### src/rtl/tlc_phase_sequencer_if.sv
// Board-side bundle of the phase sequencer:
// sensor/preempt inputs, lamp drives and status.
interface tlc_phase_sequencer_if;
  logic       farmSensor;
  logic       preempt;
  logic [1:0] highwaySignal;
  logic [1:0] farmSignal;
  logic [2:0] state;
  logic       phaseStart;

  modport master (
    output farmSensor,
    output preempt,
    input  highwaySignal,
    input  farmSignal,
    input  state,
    input  phaseStart
  );

  modport slave (
    input  farmSensor,
    input  preempt,
    output highwaySignal,
    output farmSignal,
    output state,
    output phaseStart
  );
endinterface

### src/rtl/tlc_phase_sequencer.sv
// Highway/farm intersection sequencer with its own
// prescaled phase timer, farm request latch and preemption.
module tlc_phase_sequencer #(
  parameter int unsigned TICK_DIV      = 100_000_000,
  parameter int unsigned HWY_MIN_GREEN = 30,
  parameter int unsigned YELLOW_T      = 3,
  parameter int unsigned ALLRED_T      = 1,
  parameter int unsigned FARM_MIN      = 5,
  parameter int unsigned FARM_MAX      = 15
) (
  input logic                  Clk,
  input logic                  Rst,
  tlc_phase_sequencer_if.slave bus
);

  typedef enum logic [2:0] {
    INIT        = 3'd0,
    HWY_GREEN   = 3'd1,
    HWY_YELLOW  = 3'd2,
    ALLRED_HF   = 3'd3,
    FARM_GREEN  = 3'd4,
    FARM_YELLOW = 3'd5,
    ALLRED_FH   = 3'd6
  } state_t;

  localparam int unsigned PW = $clog2(TICK_DIV);
  localparam logic [PW-1:0] PRE_MAX = PW'(TICK_DIV - 1);

  localparam logic [1:0] GREEN  = 2'b00;
  localparam logic [1:0] YELLOW = 2'b01;
  localparam logic [1:0] RED    = 2'b10;

  localparam logic [7:0] AR_LAST   = 8'(ALLRED_T - 1);
  localparam logic [7:0] Y_LAST    = 8'(YELLOW_T - 1);
  localparam logic [7:0] FMAX_LAST = 8'(FARM_MAX - 1);
  localparam logic [7:0] HMIN      = 8'(HWY_MIN_GREEN);
  localparam logic [7:0] HMIN_LAST = 8'(HWY_MIN_GREEN - 1);
  localparam logic [7:0] FMIN      = 8'(FARM_MIN);
  localparam logic [7:0] FMIN_LAST = 8'(FARM_MIN - 1);

  state_t        state_q;
  state_t        state_d;
  logic [PW-1:0] pre_q;
  logic [7:0]    cnt_q;
  logic [1:0]    farm_sync;
  logic [1:0]    pre_sync;
  logic          farm_req;
  logic          started;
  logic [1:0]    hwy_q;
  logic [1:0]    farm_q;
  logic [1:0]    hwy_d;
  logic [1:0]    farm_d;
  logic          ps_q;

  logic tick;
  logic farm_s;
  logic pre_s;
  logic change;
  logic done_ar;
  logic done_y;
  logic done_fmax;
  logic hmin_ok;
  logic fmin_ok;

  assign farm_s    = farm_sync[1];
  assign pre_s     = pre_sync[1];
  assign tick      = (pre_q == PRE_MAX);
  assign change    = (state_d != state_q);
  assign done_ar   = tick && (cnt_q == AR_LAST);
  assign done_y    = tick && (cnt_q == Y_LAST);
  assign done_fmax = tick && (cnt_q == FMAX_LAST);
  // a minimum counts as reached on the edge that completes its last tick
  assign hmin_ok   = (cnt_q >= HMIN) ||
                     (tick && (cnt_q == HMIN_LAST));
  assign fmin_ok   = (cnt_q >= FMIN) ||
                     (tick && (cnt_q == FMIN_LAST));

  // two-flop synchronizers for the asynchronous board inputs
  always_ff @(posedge Clk or posedge Rst) begin
    if (Rst) begin
      farm_sync <= 2'b00;
      pre_sync  <= 2'b00;
    end else begin
      farm_sync <= {farm_sync[0], bus.farmSensor};
      pre_sync  <= {pre_sync[0], bus.preempt};
    end
  end

  // next-state rules for each phase
  always_comb begin
    state_d = state_q;
    unique case (state_q)
      INIT:
        if (done_ar) state_d = HWY_GREEN;
      HWY_GREEN:
        if (hmin_ok && farm_req && !pre_s)
          state_d = HWY_YELLOW;
      HWY_YELLOW:
        if (done_y) state_d = ALLRED_HF;
      ALLRED_HF:
        if (done_ar)
          state_d = pre_s ? HWY_GREEN : FARM_GREEN;
      FARM_GREEN:
        if (pre_s || (fmin_ok && !farm_s) || done_fmax)
          state_d = FARM_YELLOW;
      FARM_YELLOW:
        if (done_y) state_d = ALLRED_FH;
      ALLRED_FH:
        if (done_ar) state_d = HWY_GREEN;
      default:
        state_d = INIT;
    endcase
  end

  // lamp decode of the upcoming state
  always_comb begin
    hwy_d  = RED;
    farm_d = RED;
    unique case (1'b1)
      (state_d == HWY_GREEN):   hwy_d  = GREEN;
      (state_d == HWY_YELLOW):  hwy_d  = YELLOW;
      (state_d == FARM_GREEN):  farm_d = GREEN;
      (state_d == FARM_YELLOW): farm_d = YELLOW;
      default: ;
    endcase
  end

  // phase timer: prescaler and saturating tick count restart per state
  always_ff @(posedge Clk or posedge Rst) begin
    if (Rst) begin
      pre_q <= '0;
      cnt_q <= '0;
    end else if (change) begin
      pre_q <= '0;
      cnt_q <= '0;
    end else if (tick) begin
      pre_q <= '0;
      if (cnt_q != 8'hFF) cnt_q <= cnt_q + 8'd1;
    end else begin
      pre_q <= pre_q + PW'(1);
    end
  end

  // farm request latch; entry to farm green clears it and wins
  always_ff @(posedge Clk or posedge Rst) begin
    if (Rst) begin
      farm_req <= 1'b0;
    end else if (state_d == FARM_GREEN &&
                 state_q != FARM_GREEN) begin
      farm_req <= 1'b0;
    end else if (farm_s && state_q != FARM_GREEN) begin
      farm_req <= 1'b1;
    end
  end

  // state register plus registered lamps and phase-start pulse
  always_ff @(posedge Clk or posedge Rst) begin
    if (Rst) begin
      state_q <= INIT;
      hwy_q   <= RED;
      farm_q  <= RED;
      ps_q    <= 1'b0;
      started <= 1'b0;
    end else begin
      state_q <= state_d;
      hwy_q   <= hwy_d;
      farm_q  <= farm_d;
      ps_q    <= change || !started;
      started <= 1'b1;
    end
  end

  assign bus.state         = state_q;
  assign bus.highwaySignal = hwy_q;
  assign bus.farmSignal    = farm_q;
  assign bus.phaseStart    = ps_q;

endmodule
### src/flat_wrapper.sv
// flat-port wrapper written by rule: the top's interface ports become plain ports
module tlc_phase_sequencer_flat 
#(
  parameter int unsigned TICK_DIV      = 100_000_000,
  parameter int unsigned HWY_MIN_GREEN = 30,
  parameter int unsigned YELLOW_T      = 3,
  parameter int unsigned ALLRED_T      = 1,
  parameter int unsigned FARM_MIN      = 5,
  parameter int unsigned FARM_MAX      = 15
)
  (Clk, Rst, bus_farmSensor, bus_preempt, bus_highwaySignal, bus_farmSignal, bus_state, bus_phaseStart);
  tlc_phase_sequencer_if bus_i ();
  input logic Clk;
  input logic Rst;
  input wire logic [$bits(bus_i.farmSensor)-1:0] bus_farmSensor;
  input wire logic [$bits(bus_i.preempt)-1:0] bus_preempt;
  output wire logic [$bits(bus_i.highwaySignal)-1:0] bus_highwaySignal;
  output wire logic [$bits(bus_i.farmSignal)-1:0] bus_farmSignal;
  output wire logic [$bits(bus_i.state)-1:0] bus_state;
  output wire logic [$bits(bus_i.phaseStart)-1:0] bus_phaseStart;
  assign bus_i.farmSensor = bus_farmSensor;
  assign bus_i.preempt = bus_preempt;
  assign bus_highwaySignal = bus_i.highwaySignal;
  assign bus_farmSignal = bus_i.farmSignal;
  assign bus_state = bus_i.state;
  assign bus_phaseStart = bus_i.phaseStart;
  tlc_phase_sequencer #(.TICK_DIV(TICK_DIV), .HWY_MIN_GREEN(HWY_MIN_GREEN), .YELLOW_T(YELLOW_T), .ALLRED_T(ALLRED_T), .FARM_MIN(FARM_MIN), .FARM_MAX(FARM_MAX)) u_core (.Clk(Clk), .Rst(Rst), .bus(bus_i));
endmodule
### config.mk
export PLATFORM = sky130hd
export DESIGN_NAME = tlc_phase_sequencer_flat
export DESIGN_NICKNAME = d
export VERILOG_FILES = /design/src/rtl/tlc_phase_sequencer_if.sv /design/src/rtl/tlc_phase_sequencer.sv /design/src/flat_wrapper.sv
export SDC_FILE = /design/constraint.sdc
export NUM_CORES = 1
export LEC_CHECK = 0
export BUFFER_PORTS_ARGS = -buffer_cell sky130_fd_sc_hd__buf_2
export CORE_MARGIN = 2
export CORE_UTILIZATION = 61
export DETAILED_ROUTE_END_ITERATION = 12
export MAX_ROUTING_LAYER = met4
export PLACE_DENSITY = 0.85
export SLEW_MARGIN = 15
export SYNTH_ARGS = -nofsm -noshare
export SYNTH_HDL_FRONTEND = slang
export SYNTH_SLANG_ARGS = --single-unit
### constraint.sdc
create_clock -name Clk -period 4.35 [get_ports Clk]
set_clock_uncertainty 0.15 [all_clocks]
set_input_delay 0.2175 -clock Clk [delete_from_list [all_inputs] [get_ports Clk]]
set_output_delay 0.2175 -clock Clk [all_outputs]
set_load 0.01 [all_outputs]
# Yosys cells after proc, flatten, opt, wreduce, memory -nomap -nowiden
# Index checks and enable logic that the tools add are counted.
[word_totals]
regBits = 49
latchBits = 0
mem_bits_rw = 0
mem_bits_ro = 0
out_inout_bits = 8
word_cells = 74
mem_count = 0
[op_classes]
n_addsub = 2
n_mul = 0
div_mod_pow = 0
order_cmp = 2
n_eq_ne = 18
shifts = 0
muxes = 17
n_bitwise = 0
reduce_logical = 25
[ops]
columns = ["operator", "count"]
rows = [
  ["27-bit 2-to-1 mux", 2],
  ["27-bit by 1-bit adder with 27-bit output (second input constant)", 1],
  ["27-bit == test (second input constant)", 1],
  ["8-bit 2-to-1 mux", 3],
  ["3-bit 2-to-1 mux", 7],
  ["3-bit one-hot mux with 6 select lines", 1],
  ["3-bit == test (second input constant)", 5],
  ["1-bit logical AND", 10],
  ["3-bit by 2-bit == test with 1-bit output (second input constant)", 3],
  ["8-bit by 1-bit adder with 8-bit output (second input constant)", 1],
  ["8-bit by 2-bit == test with 1-bit output (second input constant)", 1],
  ["8-bit by 3-bit == test with 1-bit output (second input constant)", 1],
  ["8-bit by 4-bit == test with 1-bit output (second input constant)", 1],
  ["8-bit by 5-bit == test with 1-bit output (second input constant)", 1],
  ["8-bit by 3-bit greater-or-equal comparator with 1-bit output (second input constant)", 1],
  ["8-bit by 5-bit greater-or-equal comparator with 1-bit output (second input constant)", 1],
  ["8-bit logical NOT", 1],
  ["8-bit != test (second input constant)", 1],
  ["2-bit one-hot mux with 2 select lines", 2],
  ["3-bit by 1-bit == test with 1-bit output (second input constant)", 2],
  ["2-bit nonzero test", 3],
  ["1-bit logical OR", 5],
  ["1-bit logical NOT", 3],
  ["3-bit logical NOT", 1],
  ["5 further kinds", 6],
]

# Logic depth before layout (Yosys ltp)
# Gate-level depths: netlist of run 1.
[depth]
depth_word = 11
ltp_mapped = 10
depth_no_buf = 10

# Least setup slack after synthesis of run 1
# Ideal clock, no wire load.
[synth_path]
path_kind = "register to register"
start = "reg u_core.cnt_q[5]"
end = "reg u_core.pre_q[23]"
setup_time_ps = 96
arrival_time_ps = 2527
required_time_ps = 4104
slack_ps = 1577
path_stages_with_launch = 9
n_path_buf = 1
path_cell_list = "dfrtp_1 > or4_4 > or3_4 > nor4_4 > a21oi_2 > a211oi_4 > a31oi_4 > buf_6 > nor4_2"
[synth_via]
elab_chain_len = 10
[synth_rtl]
columns = ["item", "line_no", "text"]
rows = [
  ["start: declaration", "tlc_phase_sequencer.sv:44", "logic [7:0] cnt_q;"],
  ["start signal: assignment", "tlc_phase_sequencer.sv:138", "if (cnt_q != 8'hFF) cnt_q <= cnt_q + 8'd1;"],
  ["parallel branches: the longest is 7 deep, another holds 8-bit by 3-bit greater-or-equal comparator with 1-bit output", "--", ""],
  ["3-bit one-hot mux with 6 select lines *", "tlc_phase_sequencer.sv:92", "unique case (state_q)"],
  ["3-bit != test *", "tlc_phase_sequencer.sv:68", "assign change = (state_d != state_q);"],
  ["27-bit 2-to-1 mux *", "tlc_phase_sequencer.sv:133", "end else if (change) begin"],
  ["end signal: assignment", "tlc_phase_sequencer.sv:140", "pre_q <= pre_q + PW'(1);"],
  ["end: declaration", "tlc_phase_sequencer.sv:43", "logic [PW-1:0] pre_q;"],
]
# Mark *: on every way between the ends.
# A chain may end at the register's enable or synchronous reset.

# Worst setup path in the final report of run 1
[layout_path]
start = "reg u_core.cnt_q[5]"
end = "reg u_core.pre_q[8]"
# Same word-level chain as after synthesis.

==> results of run 1 <==
-- how the worst max path moves through the flow --
stage	start	endpoint	slack, ns	cells past startpoint
after global placement	u_core.cnt_q[5]$_DFFE_PP0P_	u_core.pre_q[26]$_DFF_PP0_	1.41	8
after CTS	u_core.cnt_q[5]$_DFFE_PP0P_	u_core.pre_q[8]$_DFF_PP0_	1.22	8
final	u_core.cnt_q[5]$_DFFE_PP0P_	u_core.pre_q[8]$_DFF_PP0_	1.21	8
after detailed placement	u_core.cnt_q[5]$_DFFE_PP0P_	u_core.pre_q[8]$_DFF_PP0_	1.25	8
after global routing	u_core.pre_q[0]$_DFF_PP0_	u_core.pre_q[8]$_DFF_PP0_	1.05	9
after floorplan	u_core.cnt_q[5]$_DFFE_PP0P_	u_core.pre_q[23]$_DFF_PP0_	1.58	8
-- through the flow --
step | area [sq um] | hold slack, ns
3_5_place_dp | 2720 | 0.177
6_report | 2830 | -0.0241
4_1_cts | 2830 | 0.0125
2_1_floorplan | 2630 | 0.0989
3_3_place_gp | 2720 | 0.175
5_1_grt | 2830 | 0.0894
-- worst register-to-register path: cells and delay by family (launching register included) --
kind	cells	cell delay, ns
buffers and inverters	1	0.28
DFF	1	0.44
and+or+nand+nor	4	1.55
AOI/OAI and AO/OA	3	0.61
-- synthesized netlist by cell type, types with 2 or more instances --
master and instances:
dfrtp_1 47, nor3_1 27, xnor2_1 17, xor2_1 16, nand2_1 15, inv_1 14, nand3_1 13, nand4_1 12
nor2_1 10, nor4_2 10, nor4_1 8, clkbuf_1 7, o21ai_0 7, a21oi_1 5, and3_1 5, ha_1 5
nand2b_1 4, and4_1 3, buf_2 3, nor2b_1 3, a31oi_1 2, dfstp_2 2, or3_1 2
-- sequential cells by signal (all words and copies together) (netlist names) --
register and cells:
u_core.bus.farmSignal 2, u_core.bus.highwaySignal 2, u_core.bus.phaseStart 1, u_core.bus.state 3
u_core.cnt_q 8, u_core.farm_req 1, u_core.farm_sync 2, u_core.pre_q 27
u_core.pre_sync 2, u_core.started 1
-- per-layer routing --
metal / global-route usage, % / up-vias / part of all wire (%)
met1: 31.1 / 996 / 45
met2: 40.5 / 50 / 49
met5: - / - / 0
li1: - / 942 / -
met4: 10.5 / 0 / 2.7
met3: 4.51 / 15 / 3.4
-- final cells by class --
class                      instances  area, sq um
multi-input combinational        185         1300
fill                             307         1260
sequential                        49         1230
timing repair buffer              16         97.6
clock buffer                       6         72.6
tap                               50         62.6
inverter                          14         52.6
clock inverter                     2         15.0
-- cells by family after synthesis --
group	after synthesis	share of synthesized area, %
AOI/OAI and AO/OA	23	6.57
xor gates and xnor gates	33	11.0
adders and majority gates	5	2.38
buffers and inverters	25	4.00
DFF	49	46.7
muxes	1	0.381
other	1	0.143
and+or+nand+nor	122	28.8
-- power by group through the flow --
stage	logic [mW]	clock network, mW	registers [mW]
6_report	0.0137	0.262	0.459
4_1_cts	0.0143	0.268	0.459
3_3_place_gp	0.0124	0	0.468
2_1_floorplan	0.00823	0	0.468
5_1_grt	0.0167	0.286	0.460
3_5_place_dp	0.0131	0	0.468
==> impl_metrics.ini, run 1 <==
[floorplanning]
core_sq_mm = 0.00409
die_x_um = 69.7
io_pins = 12
die-height_um = 69.7
fp-row-count = 23
fp.dieArea_sq_mm = 0.00485
start_util_pct = 64.4

[finish]
nets = 280
final_layout_size_suffix_gt1_share_pct = 15.4
layout_common_cells = dfrtp_1, nor3_1, xnor2_1
area_delta_synth_final_pct = 7.52
diodes = 0
fin_cells = 322
fin_util_pct = 69.2
mostFrequentLayoutCell = dfrtp_1

[synthesis]
synth_top_area_share_pct = 44.7
yosys_register_bits = 49
synth_fp_nets = 268
ys_warn_count = 0
postSynthAreaPerCell_sq_um = 10.2
ys_seq_area_share_pct = 46.7
synthCells = 259
ys_top_cells_by_area = dfrtp_1, xnor2_1, xor2_1, nor3_1, nor4_2
synth_edf_count = 0
synth-async-reset-ratio_pct = 100
synthFlopType = dfrtp_1
syn_area_sq_mm = 0.00263
yosysTopAreaCell = dfrtp_1
yosysUniqueCellTypes = 45

[sta]
finalSetupTns_ns = 0
min_period_ns = 3.14
rsz0062_at_grt = no
relSlewSlack_pct = 36.4
fin_ws_ns = 1.21
setup_viol = 0
min_period_over_period_pct = 72.2
timing.final.hold_violations = 22
tightest_slew_ns = 0.953
whs_ns = -0.0241
maxSlewViolCount = 0
fmax_ghz = 0.319

[global_route]
grt_pass1_vias = 2072
grt_usage_pct = 25.0
antenna_found_initial = 0
grt_pass1_wl_mm = 9.45
grt_max_degree = 50
overflow = 0

[power_and_ir_drop]
internal-power_mw = 0.575
p_leak_nw = 1.17
power_mw = 0.735
power.density_mw_per_mm2 = 260
irDropWorstVdd_uv = 207
seqPwrFrac_pct = 62.5
p_switching_mw = 0.160
power_frac_comb_pct = 1.9
pwr-share-clk_pct = 35.6
swShare_pct = 21.8

[detailed_routing]
wirelength_mm = 5.28
via_per_inst = 6.22
drt-wirelength-per-cell_um = 16.4
vias = 2003
first_pass_iters = 5
dr.first_iter.drc_count = 211
ant_nets = 0
drc_errors = 0

[placed_design]
dp_cells = 312
place.gp.congestion = 0.859
dp_hpwl_mm = 3.46
dp_slack_ns = 1.25
port_buffers = 11

[worst_setup_path]
start_kind = flip-flop
timing.rr.end = u_core.pre_q[8]$_DFF_PP0_
reg2reg_depth = 8
crit_buf_inv = 1
r2r_slack_ns = 1.21
crit_chain = or4_4 > or3_4 > nor4_4 > a21oi_2 > a211oi_4 > a31oi_4 > buf_4 > nor4_1
worstPathArrival_ns = 3.18
cp_slowest_cell = or4_4
slowest_delay_ns = 0.54
worstSetupPathType = flip-flop to flip-flop
critPathRequiredTime_ns = 4.40
endpoint_kind = flip-flop
worstPathMaxFanout = 36
crit_family = simple AND/OR/NAND/NOR gates
regToRegStartpoint = u_core.cnt_q[5]$_DFFE_PP0P_

[clock_network]
hold_buffers = 2
cts_tree = done
clk_pin_slew_ns = 0.10
cts_setup_buffers = 0
cts_resized = 0
clock_latency_ns = 0.30
cts_buffer_depth = 2
cts-htree-levels = 2
cts-root-buf = clkbuf_8
cts_buffers = 5
cts.sinks = 49

[worst_hold_path]
hold_class = input pin to asynchronous set/reset pin

[run]
max_cap_viol_count = 0

[outcome]
violations = negative hold slack
status = finished with violations
(Power assumes the default switching activity.)
==> run 2, diff against run 1 <==
clock period = 2.96 ns   (was 4.35 ns; I/O delays follow)
==> impl_metrics.ini, run 2 (synthesized netlist as in run 1, its figures left out) <==
[global_route]
grt_pass1_wl_mm = 9.61
grt_usage_pct = 25.1
antenna_found_initial = 0
grt_max_degree = 50
grt_pass1_vias = 1986
overflow = 0

[floorplanning]
fp-row-count = 23
die-height_um = 69.7
start_util_pct = 64.4
core_sq_mm = 0.00409
die_x_um = 69.7
io_pins = 12
fp.dieArea_sq_mm = 0.00485

[finish]
layout_common_cells = dfrtp_1, nor3_1, xnor2_1
fin_util_pct = 71.4
diodes = 0
area_delta_synth_final_pct = 10.9
largest_reg_flops = 27
mostFrequentLayoutCell = dfrtp_1
n_fill_cell = 301
final_layout_size_suffix_gt1_share_pct = 17.9
fin_cells = 329
nets = 287
top_register = u_core.pre_q

[clock_network]
cts_tree = done
cts_buffers = 5
cts-root-buf = clkbuf_8
cts.sinks = 49
cts_buffer_depth = 2
cts_setup_buffers = 0
clock_latency_ns = 0.31
clk_pin_slew_ns = 0.09
cts-htree-levels = 2

[sta]
setup_viol = 0
fin_ws_ns = 0.0716
timing.final.hold_violations = 0
maxSlewViolCount = 0
tightest_slew_ns = 0.986
min_period_ns = 2.89
rsz0062_at_grt = no
fmax_ghz = 0.346
finalSetupTns_ns = 0
relSlewSlack_pct = 34.1
min_period_over_period_pct = 97.6

[worst_setup_path]
r2r_slack_ns = 0.07
critPathRequiredTime_ns = 3.01
worstPathArrival_ns = 2.94
endpoint_kind = flip-flop
start_kind = flip-flop
worstSetupPathType = flip-flop to flip-flop
worstPathMaxFanout = 23

[detailed_routing]
wirelength_mm = 5.34
first_pass_iters = 4
vias = 1989
dr.first_iter.drc_count = 182
drt-wirelength-per-cell_um = 16.2
drc_errors = 0
ant_nets = 0
via_per_inst = 6.05

[worst_hold_path]
hold_class = flip-flop to flip-flop

[placed_design]
port_buffers = 11
dp_cells = 318
dp_slack_ns = 0.0386
dp_hpwl_mm = 3.69
place.gp.congestion = 0.849

[power_and_ir_drop]
power.density_mw_per_mm2 = 380
p_leak_nw = 1.22
irDropWorstVdd_uv = 295

[outcome]
status = finished clean

[run]
max_cap_viol_count = 0
## run 2: changes by cell type in the layout (fill, tap and decap cells not counted), sizes merged
cell,before,now
buf,14,20
clkbuf,6,7
clkinvlp,2,1
dlygate4sd3,2,3
## run 2: layer usage
layer	share of wire (%)	track usage [%]	wire length, um	vias to the layer above
met2	49	41.0	2610	55
met5	0	-	0	-
met3	4.5	4.80	242	9
met1	45	32.7	2400	967
li1	-	-	-	958
met4	1.5	6.41	82	0
## run 2: worst paths after layout
| kind | startpoint | end | depth (start not counted) |
|---|---|---|---|
| worst max-delay path | u_core.cnt_q[5]$_DFFE_PP0P_ | u_core.pre_q[3]$_DFF_PP0_ | 8 |
| worst min-delay path | u_core.farm_sync[0]$_DFF_PP0_ | u_core.farm_sync[1]$_DFF_PP0_ | 0 |
| worst max register to register | u_core.cnt_q[5]$_DFFE_PP0P_ | u_core.pre_q[3]$_DFF_PP0_ | 8 |
| worst min register to register | u_core.farm_sync[0]$_DFF_PP0_ | u_core.farm_sync[1]$_DFF_PP0_ | 0 |
| max in group asynchronous | Rst | u_core.pre_q[14]$_DFF_PP0_ | 3 |
| min in group asynchronous | Rst | u_core.bus.farmSignal[0]$_DFF_PP0_ | 3 |
## run 2: what timing repair did
action | in CTS | in global routing
endpoints found under the hold margin | 49 | 0
setup endpoints to repair | 0 | 26
hold buffers | 3 | 0
resized for setup | 0 | 4
## run 2: critical path: stages (launching register included)
cell,delay (ns)
dfrtp_1,0.44
or4_4,0.55
or3_4,0.35
nor4_4,0.20
a21oi_2,0.11
a211oi_4,0.29
a31oi_4,0.14
buf_6,0.20
nor4_1,0.33
## run 2: power by group
part / internal (mW) / switching (mW)
Sequential: 0.673 / 0.00256
Clock: 0.190 / 0.223
Combinational: 0.00639 / 0.0149
Total: 0.870 / 0.240
## run 2: final cells by class
type                       count  area, sq um  share of cell area [%]
multi-input combinational    185         1310                    44.9
sequential                    49         1230                    42.1
timing repair buffer          23          169                    5.79
clock buffer                   7         86.3                    2.96
tap                           50         62.6                    2.14
inverter                      14         52.6                    1.80
clock inverter                 1         7.51                   0.257
## run 2: per-stage QoR
step / total power [mW] / cell area, sq um / hold slack, ns
after floorplan: 0.700 / 2630 / 0.0294
after global placement: 0.707 / 2780 / 0.106
after detailed placement: 0.708 / 2780 / 0.108
after CTS: 1.12 / 2900 / 0.204
after global routing: 1.15 / 2920 / 0.212
final: 1.11 / 2920 / 0.200
==> run 3, diff against run 2 <==
CORE_ASPECT_RATIO = 0.75   (was not set)
==> impl_metrics.ini, run 3 (synthesized netlist as in run 1, its figures left out) <==
[worst_setup_path]
critPathRequiredTime_ns = 3.03
crit_path_start = u_core.cnt_q[5]$_DFFE_PP0P_
reg2reg_depth = 9
worstPathArrival_ns = 2.83
timing.rr.end = u_core.bus.highwaySignal[1]$_DFF_PP1_
worstPathMaxFanout = 6
regToRegStartpoint = u_core.cnt_q[5]$_DFFE_PP0P_
worstSetupPathType = flip-flop to flip-flop
start_kind = flip-flop
endpoint_kind = flip-flop
r2r_slack_ns = 0.20

[floorplanning]
fp.dieArea_sq_mm = 0.00486
die_x_um = 79.8
core_sq_mm = 0.00410
fp-row-count = 20
die-height_um = 60.9
io_pins = 12
start_util_pct = 64.1

[finish]
fin_cells = 331
final_layout_size_suffix_gt1_share_pct = 16.7
area_delta_synth_final_pct = 10.6
largest_reg_flops = 27
nets = 284
fin_util_pct = 70.9
diodes = 0
layout_common_cells = dfrtp_1, nor3_1, xnor2_1
top_register = u_core.pre_q
mostFrequentLayoutCell = dfrtp_1

[sta]
timing.final.hold_violations = 0
maxSlewViolCount = 0
rsz0062_at_grt = no
finalSetupTns_ns = 0
tightest_slew_ns = 0.971
min_period_ns = 2.76
relSlewSlack_pct = 35.2
setup_viol = 0
fmax_ghz = 0.362
min_period_over_period_pct = 93.3

[detailed_routing]
ant_nets = 0
drc_errors = 0
wirelength_mm = 5.15
drt-wirelength-per-cell_um = 15.5
first_pass_iters = 4
dr.first_iter.drc_count = 103
vias = 1970
via_per_inst = 5.95

[outcome]
status = finished clean

[power_and_ir_drop]
power.density_mw_per_mm2 = 375
irDropWorstVdd_uv = 375
p_leak_nw = 1.22

[global_route]
antenna_found_initial = 0
grt_max_degree = 50
overflow = 0
grt_pass1_wl_mm = 8.84
grt_pass1_vias = 1813
grt_usage_pct = 24.6

[clock_network]
cts_buffer_depth = 2
cts-htree-levels = 2
clk_pin_slew_ns = 0.08
cts_buffers = 5
cts-root-buf = clkbuf_8
clock_latency_ns = 0.30
cts_tree = done
cts.sinks = 49

[worst_hold_path]
hold_path.startpoint = u_core.farm_sync[0]$_DFF_PP0_
hold-path-cell-count = 0
min_to = u_core.farm_sync[1]$_DFF_PP0_
hold_class = flip-flop to flip-flop

[placed_design]
dp_hpwl_mm = 3.50
place.gp.congestion = 0.886
port_buffers = 11
dp_cells = 319

[run]
max_cap_viol_count = 0
## run 3: power breakdown
part	leakage [nW]	internal (mW)	switching, mW
Combinational	0.533	0.00604	0.0148
Sequential	0.644	0.673	0.00212
Clock	0.0455	0.191	0.204
## run 3: worst max path at each step
stage	end	slack (ns)
after floorplan	u_core.pre_q[23]$_DFF_PP0_	0.19
after global placement	u_core.cnt_q[1]$_DFFE_PP0P_	0.24
after detailed placement	u_core.pre_q[13]$_DFF_PP0_	0.12
after CTS	u_core.pre_q[8]$_DFF_PP0_	0.1
after global routing	u_core.bus.highwaySignal[1]$_DFF_PP1_	0.02
final	u_core.bus.highwaySignal[1]$_DFF_PP1_	0.20
## run 3: worst max-delay path, cell delays in order (launching register included)
cell      delay [ns]
dfrtp_1         0.43
or4_4           0.54
or3_4           0.35
nor4_4          0.17
buf_4           0.19
a21oi_1         0.12
a21oi_1         0.26
inv_1           0.11
and4_1          0.21
o21bai_1        0.16
## run 3: metrics by stage
step / total power, mW / hold slack, ns / area [sq um] / setup slack, ns
after CTS: 1.10 / 0.206 / 2890 / 0.0999
final: 1.09 / 0.205 / 2910 / 0.197
after floorplan: 0.700 / 0.0294 / 2630 / 0.187
after detailed placement: 0.707 / 0.109 / 2770 / 0.119
after global routing: 1.14 / 0.209 / 2910 / 0.0227
after global placement: 0.707 / 0.106 / 2770 / 0.238
## run 3: final cells by class
| cell class | count | area [sq um] |
|---|---|---|
| repair buffers | 20 | 155 |
| flip-flops and latches | 49 | 1230 |
| fillers | 307 | 1190 |
| inverters | 14 | 52.6 |
| well taps | 55 | 68.8 |
| multi-input cells | 185 | 1310 |
| clock buffers | 8 | 90.1 |
## run 3: repair_timing
action,in CTS,in global routing
hold buffers,3,0
buffers inserted,0,1
hold endpoints to repair,49,0
setup endpoints to repair,0,25
resized for setup,0,3
## run 3: metal layers
layer | share of wire [%] | global-route usage (%)
met1 | 50 | 36.1
met2 | 44 | 34.1
met3 | 4.7 | 5.65
met4 | 1.2 | 7.51
met5 | 0 | -
